### config.mk
export PLATFORM = sky130hd
export DESIGN_NAME = univ_shift_reg
export DESIGN_NICKNAME = d
export VERILOG_FILES = /design/src/rtl/univ_shift_reg.sv
export SDC_FILE = /design/constraint.sdc
export NUM_CORES = 1
export LEC_CHECK = 0
export BUFFER_PORTS_ARGS = -buffer_cell sky130_fd_sc_hd__buf_2
export CORE_AREA = 2 2 39 41
export CTS_CLUSTER_DIAMETER = 120
export DETAILED_ROUTE_END_ITERATION = 8
export DIE_AREA = 0 0 41 43
export PLACE_DENSITY = 0.61
export SYNTH_ARGS = -nofsm -noshare
export SYNTH_HDL_FRONTEND = slang
export SYNTH_SLANG_ARGS = --single-unit
### constraint.sdc
create_clock -name clk -period 2.74 [get_ports clk]
set_clock_uncertainty 0.1 [all_clocks]
set_input_delay 0.274 -clock clk [delete_from_list [all_inputs] [get_ports clk]]
set_output_delay 0.274 -clock clk [all_outputs]
set_load 0.03 [all_outputs]
### src/rtl/univ_shift_reg.sv
// Universal shift register: hold, shift right/left and parallel load, with a
// per-frame shift counter that pulses frame_done after every WIDTH shifts.
module univ_shift_reg #(
  parameter  int               WIDTH     = 4,
  parameter  logic [WIDTH-1:0] RESET_VAL = {WIDTH{1'b0}},
  localparam int               CW        = $clog2(WIDTH)
) (
  input  logic             clk,
  input  logic             rst_n,
  input  logic             en,
  input  logic [1:0]       mode,
  input  logic             din,
  input  logic [WIDTH-1:0] d,
  output logic [WIDTH-1:0] o,
  output logic             dout,
  output logic [CW-1:0]    cnt,
  output logic             frame_done
);

  if (WIDTH < 2) begin : g_width_check
    $error("univ_shift_reg: WIDTH must be at least 2");
  end

  localparam logic [1:0] MODE_HOLD  = 2'b00;
  localparam logic [1:0] MODE_RIGHT = 2'b01;
  localparam logic [1:0] MODE_LEFT  = 2'b10;
  localparam logic [1:0] MODE_LOAD  = 2'b11;

  localparam logic [CW-1:0] CNT_LAST = CW'(WIDTH - 1);
  localparam logic [CW-1:0] CNT_ONE  = {{(CW-1){1'b0}}, 1'b1};

  logic [WIDTH-1:0] o_q, o_d;
  logic             dout_q, dout_d;
  logic [CW-1:0]    cnt_q, cnt_d;
  logic             frame_done_q, frame_done_d;
  logic             shift_s;

  // Next-state decode; frame_done defaults low so it can only ever be a pulse.
  always_comb begin
    o_d          = o_q;
    dout_d       = dout_q;
    cnt_d        = cnt_q;
    frame_done_d = 1'b0;
    shift_s      = 1'b0;
    if (en) begin
      case (mode)
        MODE_HOLD: begin
          shift_s = 1'b0;
        end
        MODE_RIGHT: begin
          o_d     = {din, o_q[WIDTH-1:1]};
          dout_d  = o_q[0];
          shift_s = 1'b1;
        end
        MODE_LEFT: begin
          o_d     = {o_q[WIDTH-2:0], din};
          dout_d  = o_q[WIDTH-1];
          shift_s = 1'b1;
        end
        MODE_LOAD: begin
          o_d   = d;
          cnt_d = {CW{1'b0}};
        end
        default: begin
          shift_s = 1'b0;
        end
      endcase
    end else begin
      shift_s = 1'b0;
    end

    // Counter keeps running across direction changes; wrap gives back-to-back frames.
    if (shift_s) begin
      if (cnt_q == CNT_LAST) begin
        cnt_d        = {CW{1'b0}};
        frame_done_d = 1'b1;
      end else begin
        cnt_d        = cnt_q + CNT_ONE;
        frame_done_d = 1'b0;
      end
    end else begin
      frame_done_d = 1'b0;
    end
  end

  // State registers with asynchronous reset.
  always_ff @(posedge clk or negedge rst_n) begin
    if (!rst_n) begin
      o_q          <= RESET_VAL;
      dout_q       <= 1'b0;
      cnt_q        <= {CW{1'b0}};
      frame_done_q <= 1'b0;
    end else begin
      o_q          <= o_d;
      dout_q       <= dout_d;
      cnt_q        <= cnt_d;
      frame_done_q <= frame_done_d;
    end
  end

  assign o          = o_q;
  assign dout       = dout_q;
  assign cnt        = cnt_q;
  assign frame_done = frame_done_q;

endmodule

Yosys cells after proc, flatten, opt, wreduce, memory -nomap -nowiden --
Index checks and enable logic that the tools add are counted.
Operators by class: reduce and logical (&&, ||, !) cells 8, equality and inequality tests 4, add/subtract/negate cells 1, multiplexer cells 10
Operator list (number):
- $pmux 4 s3 | 1
- $mux 2 | 4
- $eq 2x2->1 const B | 3
- $reduce_and 2->1 | 3
- $reduce_bool 2->1 | 3
- $mux 1 | 4
- $reduce_bool 3->1 | 1
- $add 2x1->2 const B | 1
- $eq 2x1->1 const B | 1
- $pmux 1 s2 | 1
- $reduce_or 2->1 | 1
Storage, ports and cells: flip-flop bits (word level) 8, output and inout port bits 8, word-level logic and storage cells 27, input port bits 10

Logic depth before layout (Yosys ltp) --
Gate-level depths: netlist of the first run.
depth after elaboration 6, depth in mapped cells 5, depth with buffers taken out 5

Worst setup path after synthesis of the first run --
No wires, ideal clock.
path type register to register, start point register cnt_q[0], in the netlist cnt[0], end point register cnt_q[1], in the netlist cnt[1], setup time 122 ps, period minus slack after synthesis 1271 ps, data required time 2518 ps, buffers on the path 0, cell stages (with the launch flop) 3, arrival 1050 ps, slack 1469 ps, path through dfrtp_1 ha_1 a32o_1
Between the ends: cells in the longest elaborated chain, start to end 3, elaborated cells between the ends (all ways) 4, those cells by class 1 x add/sub; 1 x eq/ne; 2 x mux
RTL lines:
- start: declaration | RTL line 34 | logic [CW-1:0] cnt_q, cnt_d;
- start signal: assignment | RTL line 91 | cnt_q <= {CW{1'b0}};
- start signal: assignment | RTL line 96 | cnt_q <= cnt_d;
- $add 2x1->2 or $eq 2x2->1 (tied branches) | RTL line 78, 74
- $mux 2 (*) | RTL line 74 | if (cnt_q == CNT_LAST) begin
- $mux 2 (*) | RTL line 73 | if (shift_s) begin
Mark *: on every way between the ends. The rest lies on a longest branch, timed or not. A chain may end at the register's enable or synchronous reset.

Worst setup path in the final report of the first run --
start point register o_q[2], in the netlist o[2], end point output port o[2]
RTL lines:
- start: declaration | RTL line 32 | logic [WIDTH-1:0] o_q, o_d;
- start signal: assignment | RTL line 89 | o_q <= RESET_VAL;
- start signal: assignment | RTL line 94 | o_q <= o_d;
- end: declaration | RTL line 14 | output logic [WIDTH-1:0] o,
No word-level cell between the ends.

==> impl_metrics.env, run 1 <==
export IMPL_outcome="finished, final reports clean"
export IMPL_cts_sinks=8
export IMPL_ant_nets=0
export IMPL_worstSkewPairLatency_ps=260
export IMPL_post_route_period_util_pct=45.19
export IMPL_drt_initial_drc_count=8
export IMPL_cp_top_family="flip-flops"
export IMPL_cts_resized=0
export IMPL_synth_seq_cells=8
export IMPL_die_h_um=43
export IMPL_hold_viol_final=0
export IMPL_dieArea_mm2=0.001763
export IMPL_syn_area_um2=412.9
export IMPL_nets=78
export IMPL_setup_viol=0
export IMPL_maxSlewHeadroom_pct=81.76
export IMPL_track_usage_pct=11.98
export IMPL_cts_buffers=3
export IMPL_synth_net_count=55
export IMPL_n_antenna_cell=0
export IMPL_antenna_found_initial=0
export IMPL_gp_congestion=0.7549
export IMPL_drive_above_1_share_pct=32.26
export IMPL_vias=376
export IMPL_overflow=0
export IMPL_ff2ff_path_depth=2
export IMPL_fin_crit_ps=1238
export IMPL_finalWirelength_um=892
export IMPL_max_stage_delay_ps=390
export IMPL_rrSetupSlack_ps=1580
export IMPL_clockBufferDepth=2
export IMPL_power_density_mw_per_mm2=740.1
export IMPL_final_common_cell="buf_2"
export IMPL_synth_cells=41
export IMPL_ys_types=13
export IMPL_grt_pass1_vias=326
export IMPL_most_common_layout_cells="buf_2 (17), dfrtp_1 (8), nand2_1 (7), o21ai_1 (6)"
export IMPL_fin_ws_ps=1502
export IMPL_drt_first_pass_iters=4
export IMPL_path_class="reg2out"
export IMPL_hold_path_class="in2reg"
export IMPL_drv_cap=0
export IMPL_r2r_start="cnt[0]$_DFFE_PN0P_"
export IMPL_core_mm2=0.001384
export IMPL_synth_seq_area_share_pct=48.48
export IMPL_synth_area_per_cell_um2=10.07
export IMPL_port_buffers=17
export IMPL_crit_path_end_kind="output pin"
export IMPL_crit_required_ps=2370
export IMPL_grt_max_degree=9
export IMPL_r2r_end="cnt[1]$_DFFE_PN0P_"
export IMPL_hold_start="din"
export IMPL_p_leak_nw=0.2964
export IMPL_root_buffer="clkbuf_4"
export IMPL_worstSetupStartpointType="register"
export IMPL_wl_per_cell_um=11.44
export IMPL_num_rows=14
export IMPL_tightest_slew_ps=273.7
export IMPL_ir_drop_mv=0.2350
export IMPL_cts_max_level=1
export IMPL_synth_warning_count=0
export IMPL_dpl_hpwl_um=674
export IMPL_clk_pin_slew_ps=60
export IMPL_postCtsSetupBuffers=0
export IMPL_place_ws_ps=1354
export IMPL_cts_tree="built"
export IMPL_finalSetupTns_ps=0
export IMPL_drt_vias_per_instance=4.821
export IMPL_maxSlewViolCount=0
export IMPL_crit_chain="buf_2"
export IMPL_crit_buf_inv=1
export IMPL_hold_path_end="o[3]$_DFFE_PN0P_"
export IMPL_start_util_pct=29.84
export IMPL_drc=0
export IMPL_die_w_um=41
export IMPL_crit_fanout=4
export IMPL_pin_count=18
export IMPL_worstPathArrival_ps=860
export IMPL_fmax_mhz=807.6
export IMPL_holdPathStages=3
export IMPL_critPathSlowestCell="dfrtp_1"
export IMPL_area_growth_pct=33.33
export IMPL_grt_first_pass_wirelength_mm=1.331
export IMPL_grt_setup_unrepaired="no"
cell type report:
| cell class | count | area, um2 |
|---|---|---|
| repair buffers | 18 | 95.09 |
| fillers | 140 | 833.3 |
| flip-flops and latches | 8 | 200.2 |
| multi-input cells | 31 | 205.2 |
| inverters | 2 | 7.507 |
| well taps | 16 | 20.02 |
| clock buffers | 3 | 22.52 |
routing by layer:
layer,GRT usage (%),part of all wire [%],up-vias
met4,10.00,3.4,0
met1,14.61,45,167
met3,4.712,5.6,4
met2,15.63,46,12
li1,-,-,193
met5,0,0,-
logic make-up (layout without fill, tap and decap cells):
group	Yosys count	after routing	synth area share [%]
and+or+nand+nor	10	10	10.31
adders and majority gates	4	4	12.12
DFF	8	8	48.48
AOI/OAI and AO/OA	16	16	24.85
muxes	1	1	2.424
buffers and inverters	2	23	1.819
sequential cells by signal, indices dropped and copies added (netlist names):
name	cells
cnt	2
dout	1
frame_done	1
o	4
through the flow:
stage	hold slack, ps	utilization, %	cells	power [mW]	instance area (um2)
5_1_grt	241.4	39.78	78	0.4334	550.5
3_5_place_dp	30.40	37.43	74	0.3167	518.0
2_1_floorplan	-121.6	-	41	0.2674	412.9
6_report	224.0	39.78	78	0.4074	550.5
4_1_cts	229.7	39.78	78	0.4109	550.5
3_3_place_gp	27.23	37.43	74	0.3137	518.0
where the power goes:
part,internal (mW),switching (mW),total (mW)
clock network,0.0503,0.0431,0.0935
logic,0.0516,0.0960,0.148
registers,0.145,0.0218,0.166
total,0.246,0.161,0.407
synth_stat cells:
cell      number  area, um2
dfrtp_1        8      200.2
nand2_1        7      26.28
o21ai_1        6      30.03
a21oi_1        4      20.02
a22o_1         4      35.03
ha_1           4      50.05
inv_1          2      7.510
a32o_1         1      10.01
and3_1         1      6.260
mux2i_1        1      10.01
nand2b_1       1      6.260
nor2_1         1      3.750
o31ai_1        1      7.510
how the worst max path moves through the flow:
stage                         endpoint  cells past startpoint  slack [ps]          startpoint
finish                            o[2]                      1        1500    o[2]$_DFFE_PN0P_
CTS                               o[3]                      1        1490    o[3]$_DFFE_PN0P_
global route                      o[3]                      1        1450    o[3]$_DFFE_PN0P_
global placement      o[1]$_DFFE_PN0P_                      6        1370             mode[0]
floorplan           cnt[1]$_DFFE_PN0P_                      2        1470  cnt[0]$_DFFE_PN0P_
detailed placement    o[1]$_DFFE_PN0P_                      6        1350             mode[0]
worst min-delay path, cell delays in order:
cell,delay (ps)
buf_2,90
a21oi_1,50
o21ai_1,120
timing repair:
action                     in CTS  in global routing
hold buffers                    1                  0
hold endpoints to repair        8                  0
setup endpoints to repair       0                  0
(Power assumes the default switching activity.)
==> run 2, diff against run 1 <==
--- a/config.mk
+++ b/config.mk
@@ -10,7 +10,7 @@
 export CTS_CLUSTER_DIAMETER = 120
 export DETAILED_ROUTE_END_ITERATION = 8
 export DIE_AREA = 0 0 41 43
-export PLACE_DENSITY = 0.61
+export PLACE_DENSITY = 0.63
 export SYNTH_ARGS = -nofsm -noshare
 export SYNTH_HDL_FRONTEND = slang
 export SYNTH_SLANG_ARGS = --single-unit
==> constraint.sdc (replaced) <==
create_clock -name clk -period 1.01 [get_ports clk]
set_clock_uncertainty 0.1 [all_clocks]
set_input_delay 0.101 -clock clk [delete_from_list [all_inputs] [get_ports clk]]
set_output_delay 0.101 -clock clk [all_outputs]
set_load 0.03 [all_outputs]
==> impl_metrics.env, run 2 (synthesis gave the netlist of run 1 again) <==
export IMPL_grt_max_degree=9
export IMPL_max_stage_delay_ps=430
export IMPL_fin_ws_ps=-142.2
export IMPL_drt_first_pass_iters=4
export IMPL_track_usage_pct=13.85
export IMPL_cts_max_level=1
export IMPL_cp_top_family="flip-flops"
export IMPL_grt_first_pass_wirelength_mm=1.580
export IMPL_wl_met2_um=556
export IMPL_hold_ws_ps=6.698
export IMPL_cts_sinks=8
export IMPL_hold_viol_final=0
export IMPL_crit_chain="buf_6, buf_6"
export IMPL_cts_buffers=3
export IMPL_r2r_start="cnt[1]$_DFFE_PN0P_"
export IMPL_die_w_um=41
export IMPL_ant_nets=0
export IMPL_p_leak_nw=0.3665
export IMPL_drt_vias_per_instance=4.911
export IMPL_largest_reg_flops=4
export IMPL_nets=89
export IMPL_root_buffer="clkbuf_4"
export IMPL_routed_top_layer="met4"
export IMPL_crit_fanout=2
export IMPL_vias=442
export IMPL_most_common_layout_cells="buf_6 (15), buf_2 (10), nand2_1 (7), o21ai_1 (6), dfrtp_2 (5)"
export IMPL_violations="negative setup slack"
export IMPL_start_util_pct=29.84
export IMPL_hold_start="din"
export IMPL_wl_met3_um=56
export IMPL_wl_met1_um=496
export IMPL_drive_above_1_share_pct=55.41
export IMPL_num_rows=14
export IMPL_drc=0
export IMPL_critPathSlowestCell="dfrtp_2"
export IMPL_ir_drop_mv=0.9569
export IMPL_crit_required_ps=810
export IMPL_setup_viol=12
export IMPL_multi_input_area_um2=224.0
export IMPL_area_growth_pct=78.18
export IMPL_clockBufferDepth=2
export IMPL_path_class="reg2out"
export IMPL_post_route_period_util_pct=114.1
export IMPL_wl_per_cell_um=12.83
export IMPL_worstSetupStartpointType="register"
export IMPL_grt_pass1_vias=375
export IMPL_cts_tree="built"
export IMPL_drt_initial_drc_count=12
export IMPL_outcome="finished, violations left"
export IMPL_finalSetupTns_ps=-1080
export IMPL_dieArea_mm2=0.001763
export IMPL_core_mm2=0.001384
export IMPL_crit_start="o[1]$_DFFE_PN0P_"
export IMPL_pin_count=18
export IMPL_power_density_mw_per_mm2=2045
export IMPL_n_fill_cell=130
export IMPL_worstPathArrival_ps=950
export IMPL_crit_top_cell="buf_6"
export IMPL_overflow=0
export IMPL_fmax_mhz=867.9
export IMPL_crit_path_end_kind="output pin"
export IMPL_maxSlewViolCount=0
export IMPL_die_h_um=43
export IMPL_place_ws_ps=-182.7
export IMPL_gp_congestion=0.8542
export IMPL_port_buffers=17
export IMPL_clk_pin_slew_ps=70
export IMPL_dpl_hpwl_um=740.3
export IMPL_crit_buf_inv=2
export IMPL_antenna_found_initial=0
export IMPL_worstSkewPairLatency_ps=270
export IMPL_hold_path_class="in2reg"
export IMPL_drv_cap=0
export IMPL_final_common_cell="buf_6"
export IMPL_n_antenna_cell=0
export IMPL_register_area_um2=206.4
export IMPL_tightest_slew_ps=370.9
export IMPL_grt_setup_unrepaired="yes"
export IMPL_fin_crit_ps=1152
export IMPL_finalWirelength_mm=1.155
export IMPL_maxSlewHeadroom_pct=75.18
==> run 2: cell types whose count changed in the layout (fill, tap and decap cells not counted), sizes merged <==
cell / delta
buf: +11
clkbuf: +1
==> run 2: path summary, 6_finish.rpt <==
check | end | slack, ps | depth (start not counted)
setup / recovery | o[1] | -140 | 2
hold / removal | o[3]$_DFFE_PN0P_ | 7 | 3
setup reg to reg | cnt[1]$_DFFE_PN0P_ | -120 | 2
hold reg to reg | cnt[0]$_DFFE_PN0P_ | 480 | 2
max in group asynchronous | cnt[1]$_DFFE_PN0P_ | 500 | 2
min in group asynchronous | o[2]$_DFFE_PN0P_ | 100 | 2
==> run 2: worst register-to-register path: cells and delay by family, from the launching register on <==
kind / cells / cell delay (ps)
AO/OA/AOI/OAI: 1 / 240
adder cells (fa/ha/maj): 1 / 280
flip-flops: 1 / 410
==> run 2: area by class of cell <==
class	instances	area share (%)
inverter	2	1.020
tap	16	2.721
clock buffer	4	3.571
multi-input combinational	31	30.44
timing repair buffer	29	34.18
sequential	8	28.06
==> run 2: metrics by stage <==
step,util (%),std cells,cell area (um2),total power [mW]
2_1_floorplan,-,41,421.7,0.7414
3_3_place_gp,40.78,79,564.3,0.9425
3_5_place_dp,40.78,79,564.3,0.9613
4_1_cts,50.72,89,701.9,1.415
5_1_grt,53.16,90,735.7,1.578
6_report,53.16,90,735.7,1.504
==> run 2: layer usage <==
layer  GRT usage (%)  vias to the layer above
met5               0                        -
met3           4.712                        6
met2           18.75                       14
met4           8.000                        0
li1                -                      213
met1           18.42                      209
==> run 2: power by group <==
part	leakage (nW)	total (mW)	switching [mW]	internal [mW]
combinational	0.255	0.752	0.354	0.398
clock	0.0150	0.290	0.138	0.152
sequential	0.0965	0.462	0.0605	0.402
==> run 2: what timing repair did <==
action,4_1_cts,5_1_grt
hold buffers,1,0
gates resized for setup,19,8
hold endpoints to repair,8,0
pin swaps,1,2
buffers inserted,5,1
endpoints found under the setup margin,10,14
